<file path="config.mk">
export PLATFORM = sky130hd
export DESIGN_NAME = operand_forward_unit_flat
export DESIGN_NICKNAME = d
export VERILOG_FILES = /design/src/rtl/operand_forward_unit_if.sv /design/src/rtl/operand_forward_unit.sv /design/src/flat_wrapper.sv
export SDC_FILE = /design/constraint.sdc
export NUM_CORES = 1
export LEC_CHECK = 0
export CORE_MARGIN = 5
export CORE_UTILIZATION = 42
export CTS_BUF_LIST = sky130_fd_sc_hd__clkbuf_16
export DETAILED_ROUTE_END_ITERATION = 12
export PLACE_DENSITY = 0.85
export SYNTH_ARGS = -nofsm -noshare
export SYNTH_HDL_FRONTEND = slang
export SYNTH_SLANG_ARGS = --single-unit
export TNS_END_PERCENT = 30
</file>
<file path="constraint.sdc">
create_clock -name clk -period 3.56 [get_ports clk]
set_input_delay 0.89 -clock clk [delete_from_list [all_inputs] [get_ports clk]]
set_output_delay 0.89 -clock clk [all_outputs]
set_load 0.02 [all_outputs]
</file>
<file path="src/rtl/operand_forward_unit_if.sv">
// rtl/operand_forward_unit_if.sv - EX-stage operand/forwarding bundle shared by the forward unit and its driver
interface operand_forward_unit_if #(
    parameter int WIDTH = 32,
    parameter int AW    = 5,
    parameter int NSRC  = 2,
    parameter int DEPTH = 3
);
    localparam int SW = $clog2(DEPTH + 1);

    logic                   ex_valid;
    logic [NSRC*AW-1:0]     ex_rs;
    logic [NSRC*WIDTH-1:0]  ex_regdata;
    logic                   ex_wen;
    logic [AW-1:0]          ex_rd;
    logic                   ex_is_load;
    logic [WIDTH-1:0]       ex_result;
    logic                   mem_load_valid;
    logic [WIDTH-1:0]       mem_load_data;
    logic [NSRC*WIDTH-1:0]  fwd_data;
    logic [NSRC*SW-1:0]     fwd_sel;
    logic                   stall;
    logic                   load_err;
    logic [15:0]            stall_cnt;

    modport master (
        output ex_valid, ex_rs, ex_regdata, ex_wen, ex_rd, ex_is_load, ex_result,
               mem_load_valid, mem_load_data,
        input  fwd_data, fwd_sel, stall, load_err, stall_cnt
    );

    modport slave (
        input  ex_valid, ex_rs, ex_regdata, ex_wen, ex_rd, ex_is_load, ex_result,
               mem_load_valid, mem_load_data,
        output fwd_data, fwd_sel, stall, load_err, stall_cnt
    );
endinterface

</file>
<file path="src/rtl/operand_forward_unit.sv">
// rtl/operand_forward_unit.sv - youngest-producer operand forwarding with load-use stall and in-flight history
module operand_forward_unit #(
    parameter int WIDTH      = 32,
    parameter int AW         = 5,
    parameter int NSRC       = 2,
    parameter int DEPTH      = 3,
    parameter int LOAD_STAGE = 1,
    parameter int ZERO_REG   = 1
) (
    input  logic                  clk,
    input  logic                  rst_n,
    operand_forward_unit_if.slave bus
);
    localparam int SW = $clog2(DEPTH + 1);

    logic [DEPTH-1:0] v;
    logic [DEPTH-1:0] rdy;
    logic [AW-1:0]    rd   [DEPTH];
    logic [WIDTH-1:0] data [DEPTH];

    logic [NSRC-1:0]       unavail;
    logic [NSRC*WIDTH-1:0] fwd_data_c;
    logic [NSRC*SW-1:0]    fwd_sel_c;
    logic                  stall_c;
    logic                  fill;
    logic                  stray;
    logic                  load_err_q;
    logic [15:0]           stall_cnt_q;

    assign fill  = bus.mem_load_valid && v[LOAD_STAGE] && !rdy[LOAD_STAGE];
    assign stray = bus.mem_load_valid && !(v[LOAD_STAGE] && !rdy[LOAD_STAGE]);

    always_comb begin
        logic [AW-1:0]    rs;
        logic             hit;
        logic             hit_rdy;
        logic             hit_ls;
        logic [WIDTH-1:0] hit_data;
        logic [SW-1:0]    hit_sel;
        unavail    = '0;
        fwd_data_c = bus.ex_regdata;
        fwd_sel_c  = '0;
        for (int i = 0; i < NSRC; i++) begin
            rs       = bus.ex_rs[i*AW +: AW];
            hit      = 1'b0;
            hit_rdy  = 1'b0;
            hit_ls   = 1'b0;
            hit_data = '0;
            hit_sel  = '0;
            // scan oldest to youngest so the youngest match overwrites older ones
            for (int k = DEPTH - 1; k >= 0; k--) begin
                if (v[k] && rd[k] == rs && !(ZERO_REG != 0 && rs == '0)) begin
                    hit      = 1'b1;
                    hit_rdy  = rdy[k];
                    hit_ls   = (k == LOAD_STAGE);
                    hit_data = data[k];
                    hit_sel  = SW'(k + 1);
                end
            end
            if (hit) begin
                fwd_sel_c[i*SW +: SW] = hit_sel;
                if (hit_rdy) begin
                    fwd_data_c[i*WIDTH +: WIDTH] = hit_data;
                end else if (hit_ls && bus.mem_load_valid) begin
                    fwd_data_c[i*WIDTH +: WIDTH] = bus.mem_load_data;
                end else begin
                    unavail[i] = 1'b1;
                end
            end
        end
        stall_c = bus.ex_valid && (|unavail);
    end

    always_ff @(posedge clk or negedge rst_n) begin
        if (!rst_n) begin
            v           <= '0;
            rdy         <= '0;
            load_err_q  <= 1'b0;
            stall_cnt_q <= '0;
            for (int k = 0; k < DEPTH; k++) begin
                rd[k]   <= '0;
                data[k] <= '0;
            end
        end else begin
            v[0]    <= bus.ex_valid && !stall_c && bus.ex_wen;
            rd[0]   <= bus.ex_rd;
            data[0] <= bus.ex_result;
            rdy[0]  <= !bus.ex_is_load;
            // history always advances, so a stall never blocks a load fill
            for (int k = 1; k < DEPTH; k++) begin
                v[k]    <= v[k-1];
                rd[k]   <= rd[k-1];
                data[k] <= data[k-1];
                rdy[k]  <= rdy[k-1];
                if (k == LOAD_STAGE + 1 && fill) begin
                    rdy[k]  <= 1'b1;
                    data[k] <= bus.mem_load_data;
                end
            end
            if (stray) begin
                load_err_q <= 1'b1;
            end
            if (stall_c && stall_cnt_q != 16'hFFFF) begin
                stall_cnt_q <= stall_cnt_q + 16'd1;
            end
        end
    end

    assign bus.fwd_data  = fwd_data_c;
    assign bus.fwd_sel   = fwd_sel_c;
    assign bus.stall     = stall_c;
    assign bus.load_err  = load_err_q;
    assign bus.stall_cnt = stall_cnt_q;
endmodule

</file>
<file path="src/flat_wrapper.sv">
// flat-port wrapper written by rule: the top's interface ports become plain ports
module operand_forward_unit_flat 
#(
    parameter int WIDTH      = 32,
    parameter int AW         = 5,
    parameter int NSRC       = 2,
    parameter int DEPTH      = 3,
    parameter int LOAD_STAGE = 1,
    parameter int ZERO_REG   = 1
)
  (clk, rst_n, bus_ex_valid, bus_ex_rs, bus_ex_regdata, bus_ex_wen, bus_ex_rd, bus_ex_is_load, bus_ex_result, bus_mem_load_valid, bus_mem_load_data, bus_fwd_data, bus_fwd_sel, bus_stall, bus_load_err, bus_stall_cnt);
  operand_forward_unit_if #(.WIDTH(WIDTH), .AW(AW), .NSRC(NSRC), .DEPTH(DEPTH)) bus_i ();
  input  logic clk;
  input  logic rst_n;
  input wire logic [$bits(bus_i.ex_valid)-1:0] bus_ex_valid;
  input wire logic [$bits(bus_i.ex_rs)-1:0] bus_ex_rs;
  input wire logic [$bits(bus_i.ex_regdata)-1:0] bus_ex_regdata;
  input wire logic [$bits(bus_i.ex_wen)-1:0] bus_ex_wen;
  input wire logic [$bits(bus_i.ex_rd)-1:0] bus_ex_rd;
  input wire logic [$bits(bus_i.ex_is_load)-1:0] bus_ex_is_load;
  input wire logic [$bits(bus_i.ex_result)-1:0] bus_ex_result;
  input wire logic [$bits(bus_i.mem_load_valid)-1:0] bus_mem_load_valid;
  input wire logic [$bits(bus_i.mem_load_data)-1:0] bus_mem_load_data;
  output wire logic [$bits(bus_i.fwd_data)-1:0] bus_fwd_data;
  output wire logic [$bits(bus_i.fwd_sel)-1:0] bus_fwd_sel;
  output wire logic [$bits(bus_i.stall)-1:0] bus_stall;
  output wire logic [$bits(bus_i.load_err)-1:0] bus_load_err;
  output wire logic [$bits(bus_i.stall_cnt)-1:0] bus_stall_cnt;
  assign bus_i.ex_valid = bus_ex_valid;
  assign bus_i.ex_rs = bus_ex_rs;
  assign bus_i.ex_regdata = bus_ex_regdata;
  assign bus_i.ex_wen = bus_ex_wen;
  assign bus_i.ex_rd = bus_ex_rd;
  assign bus_i.ex_is_load = bus_ex_is_load;
  assign bus_i.ex_result = bus_ex_result;
  assign bus_i.mem_load_valid = bus_mem_load_valid;
  assign bus_i.mem_load_data = bus_mem_load_data;
  assign bus_fwd_data = bus_i.fwd_data;
  assign bus_fwd_sel = bus_i.fwd_sel;
  assign bus_stall = bus_i.stall;
  assign bus_load_err = bus_i.load_err;
  assign bus_stall_cnt = bus_i.stall_cnt;
  operand_forward_unit #(.WIDTH(WIDTH), .AW(AW), .NSRC(NSRC), .DEPTH(DEPTH), .LOAD_STAGE(LOAD_STAGE), .ZERO_REG(ZERO_REG)) u_core (.clk(clk), .rst_n(rst_n), .bus(bus_i));
endmodule
</file>
* Yosys cells after proc, flatten, opt, wreduce, memory -nomap -nowiden
Index checks and enable logic that the tools add are counted.
** Storage, ports and cells
- Input bits :: 149
- Flip-flop bits (word level) :: 134
- Output and inout bits :: 86
** Operators by class
- Muxes and demuxes :: 44
- Reductions and logical operators :: 31
- $add $sub $neg :: 1
- Equality and inequality tests :: 7
** Operators by type and width (count)
- two-way mux 32 bit :: 13
- equality test 5 bit :: 6
- two-way mux 1 bit :: 23
- logical AND 1 bit :: 22
- adder 16 x 1 -> 16 bit, second input constant :: 1
- two-way mux 2 bit :: 8
- inequality test 16 bit, second input constant :: 1
- logical NOT 5 bit :: 2
- logical NOT 1 bit :: 6
- OR reduction 2 bit :: 1

* Logic depth before layout (Yosys ltp)
- Depth in word-level cells :: 14
- Mapped depth :: 12
- Mapped depth without buffers :: 8

* Least setup slack after synthesis
No wires, ideal clock.
- Path type :: input port to output port
- From :: input port bus_ex_rs[0]
- To :: output port bus_fwd_data[10]
- Arrival time :: 3.173 ns
- Stages :: 10
- Path buffers :: 4
- Slack :: -0.503 ns
- Cells stage by stage :: clkbuf_1 -> xnor2_1 -> nand4_1 -> nor3_1 -> clkbuf_1 -> nand3b_1 -> buf_2 -> buf_2 -> mux2i_1 -> o21ai_0
** Between the ends
- Word-level cells in the longest chain between the ends :: 9
- Elaborated cells between the ends (all ways) :: 26
- Classes of those cells :: eq/ne: 3; mux: 14; reduce/logical: 9
** Ends and longest elaborated chain
- start, declared :: line flat_wrapper.sv:16 : input wire logic [$bits(bus_i.ex_rs)-1:0] bus_ex_rs;
- equality test 5 bit or logical NOT 5 bit (tied branches) :: line operand_forward_unit.sv:52 : if (v[k] && rd[k] == rs && !(ZERO_REG != 0 && rs == '0)) begin
- logical AND 1 bit or logical NOT 1 bit (tied branches) :: line operand_forward_unit.sv:52
- logical AND 1 bit :: line operand_forward_unit.sv:52
- two-way mux 1 bit (2 in a row) :: line operand_forward_unit.sv:52
- logical AND 1 bit :: line operand_forward_unit.sv:64 : end else if (hit_ls && bus.mem_load_valid) begin
- two-way mux 32 bit :: line operand_forward_unit.sv:64
- two-way mux 32 bit :: line operand_forward_unit.sv:62 : if (hit_rdy) begin
- two-way mux 32 bit * :: line operand_forward_unit.sv:60 : if (hit) begin
- end, declared :: line flat_wrapper.sv:24 : output wire logic [$bits(bus_i.fwd_data)-1:0] bus_fwd_data;
Mark *: on every way between the ends. The rest lies on a longest branch, timed or not.

* Final worst setup path
- From :: input port bus_ex_rs[4]
- To :: output port bus_fwd_data[0]
The elaborated chain is that of the path after synthesis.

==> summary by stage <==
Final layout
The net count of the finished layout is between 1000 and 1500. The sequential cells in the finished layout cover a total of approximately 3400 um2. The share of layout cells above drive strength 1 is a little under two fifths. 0 antenna diodes ended up in the layout. In the final layout, the multi-input gates occupy about 4000 um2. Counting the fill cells in the layout gives between 1000 and 1500. The area growth from synthesis to final layout is 69.1%.

The finished cells cover roughly 12000 um2.

Route
Dividing the detail-routed via count by the number of cells gives around 5.7. The residual antenna-violating net count after detailed routing is 0. In the routed design, unresolved DRC markers number 0. The routed wirelength normalized by instance count is 21.5 um. After the first detailed-routing iteration, the DRC count stood at approximately 390. After detailed routing, the total wire length is between 20000 and 30000 um. The first-pass iteration count of the detailed router is 5. Across all layers, the routed design uses 7041 vias.

Logic synthesis
For this run, the number of Yosys warnings is 0. Summing every instance area after synthesis gives about 7100 um2. A synthesized cell averages ~10 um2. In the post-synthesis netlist, the biggest area contributors are sky130_fd_sc_hd__dfrtp_1, sky130_fd_sc_hd__mux2i_1, sky130_fd_sc_hd__o21ai_0. Of all flip-flops after synthesis, the portion carrying an async set or reset was 100%. The total of flip-flops plus latches after synthesis is ~130.

The predominant post-synthesis flop cell is sky130_fd_sc_hd__dfrtp_1. The number of distinct standard cells referenced by the synthesized netlist is 44. After synthesis, flip-flops and latches occupy between 40% and 50% of the total area.

Synthesis produced a netlist whose cell count is just under 700. The synthesized design devotes to its leading area cell type 47.2% of total area. The post-synth net total is 834. The most area-hungry cell type in the Yosys netlist is sky130_fd_sc_hd__dfrtp_1. The number of synthesized flops with an enable pin is 0.

Setup path
The data arrival time of the worst path is ~3200 ps. Measured in cells, the most critical reg-to-reg path has a length of 13. Data on the critical path is required at its endpoint by 2670 ps.

In this design, the stage delay of the slowest critical-path cell is 550 ps. The critical path goes through buf_6 -> or4_4 -> nor2_4 -> nor3_4 -> or4_4 -> a21oi_4 -> buf_8 -> buf_12 -> buf_16 -> nand2_4 -> o21ai_4 -> buf_6. The library cell contributing the largest single delay on the critical path is sky130_fd_sc_hd__or4_4. The critical register-to-register path startpoint is u_core.rd[14]. STA classifies the critical path endpoint as a primary output. The end of the worst register-to-register path is u_core.bus.stall_cnt[14].

The category of cells accounting for the largest share of critical-path delay is simple AND/OR/NAND/NOR gates. Of all nets on the critical path, the largest fanout is 7. The sort of element at the start of the critical path is a primary input. The type of the worst setup path is primary input to primary output. The critical path contains buffers and inverters numbering 5 combined. The minimum setup slack among reg-to-reg paths is 400 ps.

Die
The I/O pin count is between 200 and 250. The region available for standard cell placement spans 16600 um2. The number of core rows is 47. The initial utilization of the core area, before any placement, comes to a little over two fifths. The vertical die dimension is 140 um. From left edge to right edge, the die measures 140 um. The floorplan step defined a die boundary enclosing approximately 20000 um2.

Timing
The fraction of the cycle the final worst path needs is 113%. The smallest clock period supported by the final layout is computed as about 4000 ps. For the pin with the worst max-slew slack, the measured transition is 809 ps. The clock skew after layout is roughly 5.1 ps. The setup slack after layout is -476 ps.

The headroom to the max-slew limit is between 40% and 50%. The number of setup violations in the final report is 66. Timing would allow up to 0.248 GHz. The number of pins with negative max-slew slack in the final report came to 0. The number of endpoints with negative hold slack in the final report is 0.

Setup repair after global routing could not meet its margin everywhere. The tightest hold margin is 403 ps.

Power
Of the total power, registers draw around two fifths. In this run switching power makes up between 20% and 30% of total power. In this run the power spent charging and discharging nets is 1080 uW.

Cell internal power was estimated by the tool at approximately 3100 uW. The power density over cell area is 351 nW/um2. The analysis attributes to cell leakage a power of between 0.005 and 0.006 uW. The clock power share is about 42%.

The combinational group share of total power is between 10% and 20%. The peak ir drop on the vdd network is 278 uV.

Global route
The sum of overflow across all layers after global routing is 0. The initial antenna violation count is 1. The via count of the first global-routing pass is 7598. The overall fraction of global-route tracks in use is approximately a quarter. Entering global routing, the biggest net connects 88 pins. The first-pass GRT wire length is between 40000 and 50000 um.

Min path
The hold path depth is 0. For hold timing, the worst endpoint is u_core.data[57]. The startpoint of the tightest hold check path is u_core.data[89]. The worst hold path belongs to the class flip-flop to flip-flop.

Placement
The placed instance area is between 10000 and 15000 um2. The last weighted congestion value of the routability-driven placer is about 0.87. In this run the tool buffered the top-level ports with 234 buffer cells. The HPWL after detailed placement is 16600 um.

Flow run
The count of max-cap constraint violations is 0.

CTS
The H-tree was split into 4 levels. Buffers inserted during clock tree synthesis total 17. The total clock sinks is 134. TritonCTS built the clock tree. The cell at the root of the clock tree is sky130_fd_sc_hd__clkbuf_16. After clock tree synthesis, the clock-pin slew on the worst setup and hold paths is roughly 60 ps.

The clock latency on the worst-skew pair is approximately 410 ps. The buffer depth of the longest clock path is 2.

Run status
The checks that failed: negative setup slack. The flow ran to the end, but the final reports show violations.
-- flip-flops by register name, indices dropped and copies added, names as in the netlist --
name	count
u_core.bus.load_err	1
u_core.bus.stall_cnt	16
u_core.data	96
u_core.rd	15
u_core.rdy	3
u_core.v	3
-- timing repair --
item                       in CTS  in global routing
setup endpoints to repair      78                 74
setup buffers                  24                  6
resized for setup             489                 43
gates cloned                   12                  0
pin swaps                      54                 15
hold buffers                    0                  0
-- cell usage after synthesis (all sizes together), types with 7 or more instances --
master / n
dfrtp: 134
o21ai: 96
nand2: 75
mux2i: 64
clkbuf: 38
mux2: 35
o211ai: 33
a221o: 32
a22oi: 32
xnor2: 28
buf: 19
xor2: 15
nor3: 14
nor2: 11
nand3: 10
nand4: 9
nor4: 7
-- cells in the final DEF (no fill, tap or decap), types with 4 or more instances in the layout --
cell	synthesis	routed
sky130_fd_sc_hd__a221o_1	32	32
sky130_fd_sc_hd__a22oi_1	32	32
sky130_fd_sc_hd__buf_12	0	16
sky130_fd_sc_hd__buf_16	0	10
sky130_fd_sc_hd__buf_2	14	10
sky130_fd_sc_hd__buf_4	1	67
sky130_fd_sc_hd__buf_6	1	84
sky130_fd_sc_hd__buf_8	0	4
sky130_fd_sc_hd__clkbuf_16	0	17
sky130_fd_sc_hd__clkdlybuf4s50_1	0	154
sky130_fd_sc_hd__clkinvlp_4	0	4
sky130_fd_sc_hd__dfrtp_1	134	134
sky130_fd_sc_hd__mux2_2	32	32
sky130_fd_sc_hd__mux2i_1	64	59
sky130_fd_sc_hd__mux2i_2	0	4
sky130_fd_sc_hd__nand2_1	75	61
sky130_fd_sc_hd__nand2_2	0	10
sky130_fd_sc_hd__nand2_4	0	4
sky130_fd_sc_hd__nand3_1	10	9
sky130_fd_sc_hd__nand4_1	9	9
sky130_fd_sc_hd__nor2_1	9	7
sky130_fd_sc_hd__nor2_4	1	4
sky130_fd_sc_hd__nor3_1	13	8
sky130_fd_sc_hd__nor3_4	0	4
sky130_fd_sc_hd__nor4_1	6	4
sky130_fd_sc_hd__o211ai_1	33	33
sky130_fd_sc_hd__o21ai_0	96	28
sky130_fd_sc_hd__o21ai_1	0	6
sky130_fd_sc_hd__o21ai_2	0	60
sky130_fd_sc_hd__or4_4	1	4
sky130_fd_sc_hd__xnor2_1	28	25
sky130_fd_sc_hd__xor2_1	15	15
-- area by class of cell --
type,instances,share of cell area [%]
Clock buffer,17,3.54
Clock inverter,15,1.49
Inverter,2,0.0625
Multi-Input combinational cell,491,33.3
Sequential cell,134,27.9
Tap cell,220,2.29
Timing Repair Buffer,348,31.4
-- worst reg2reg max path, stage by stage (launching register included) --
cell and delay (ps):
sky130_fd_sc_hd__dfrtp_1 420, sky130_fd_sc_hd__xnor2_1 250, sky130_fd_sc_hd__nand4_1 210, sky130_fd_sc_hd__or3_4 410, sky130_fd_sc_hd__nor2_4 150, sky130_fd_sc_hd__a21oi_4 50, sky130_fd_sc_hd__buf_6 110, sky130_fd_sc_hd__buf_6 120
sky130_fd_sc_hd__buf_12 140, sky130_fd_sc_hd__o22a_1 220, sky130_fd_sc_hd__buf_4 140, sky130_fd_sc_hd__buf_4 180, sky130_fd_sc_hd__nor4b_2 310, sky130_fd_sc_hd__mux2_1 340
-- how the worst max path moves through the flow --
| stage | depth (start not counted) | startpoint | end |
|---|---|---|---|
| after floorplan | 9 | bus_ex_rs[1] | bus_fwd_data[30] |
| after global placement | 10 | bus_ex_rs[6] | bus_fwd_data[51] |
| after detailed placement | 10 | bus_ex_rs[6] | bus_fwd_data[43] |
| after CTS | 12 | bus_ex_rs[3] | bus_fwd_data[0] |
| after global routing | 12 | bus_ex_rs[4] | bus_fwd_data[0] |
| final | 12 | bus_ex_rs[4] | bus_fwd_data[0] |
-- cells by family after synthesis --
kind of cell / after synthesis / share of synthesized area (%)
buffers and inverters: 59 / 3.53
DFF: 134 / 47.2
AOI/OAI and AO/OA: 201 / 18.9
and+or+nand+nor: 147 / 10.2
xor gates and xnor gates: 43 / 5.31
muxes: 99 / 14.6
adders and majority gates: 1 / 0.176
-- per-layer routing --
layer / wire length (um) / global-route usage (%)
met1: 10500 / 32.8
met3: 1780 / 6.13
met4: 954 / 10.5
met5: 20 / 0
met2: 13200 / 45.0
-- power groups by stage --
stage	registers [uW]	logic, uW	clock network [uW]
after global placement	1700	667	0
after floorplan	1700	258	0
after detailed placement	1710	678	0
after global routing	1700	795	1880
final	1690	747	1790
after CTS	1680	734	1810
-- stage by stage --
stage | utilization (%) | TNS (ps) | setup slack [ps] | total power [uW] | cells
final | 72.4 | -25260 | -476 | 4220 | 1227
after global routing | 72.4 | -30620 | -560 | 4370 | 1227
after CTS | 71.6 | -28310 | -507 | 4230 | 1222
after detailed placement | 63.2 | -90200 | -1300 | 2380 | 1154
after global placement | 63.2 | -88960 | -1290 | 2370 | 1154
after floorplan | - | -10450 | -175 | 1960 | 684
No activity file was read; power rests on OpenSTA's default activity.
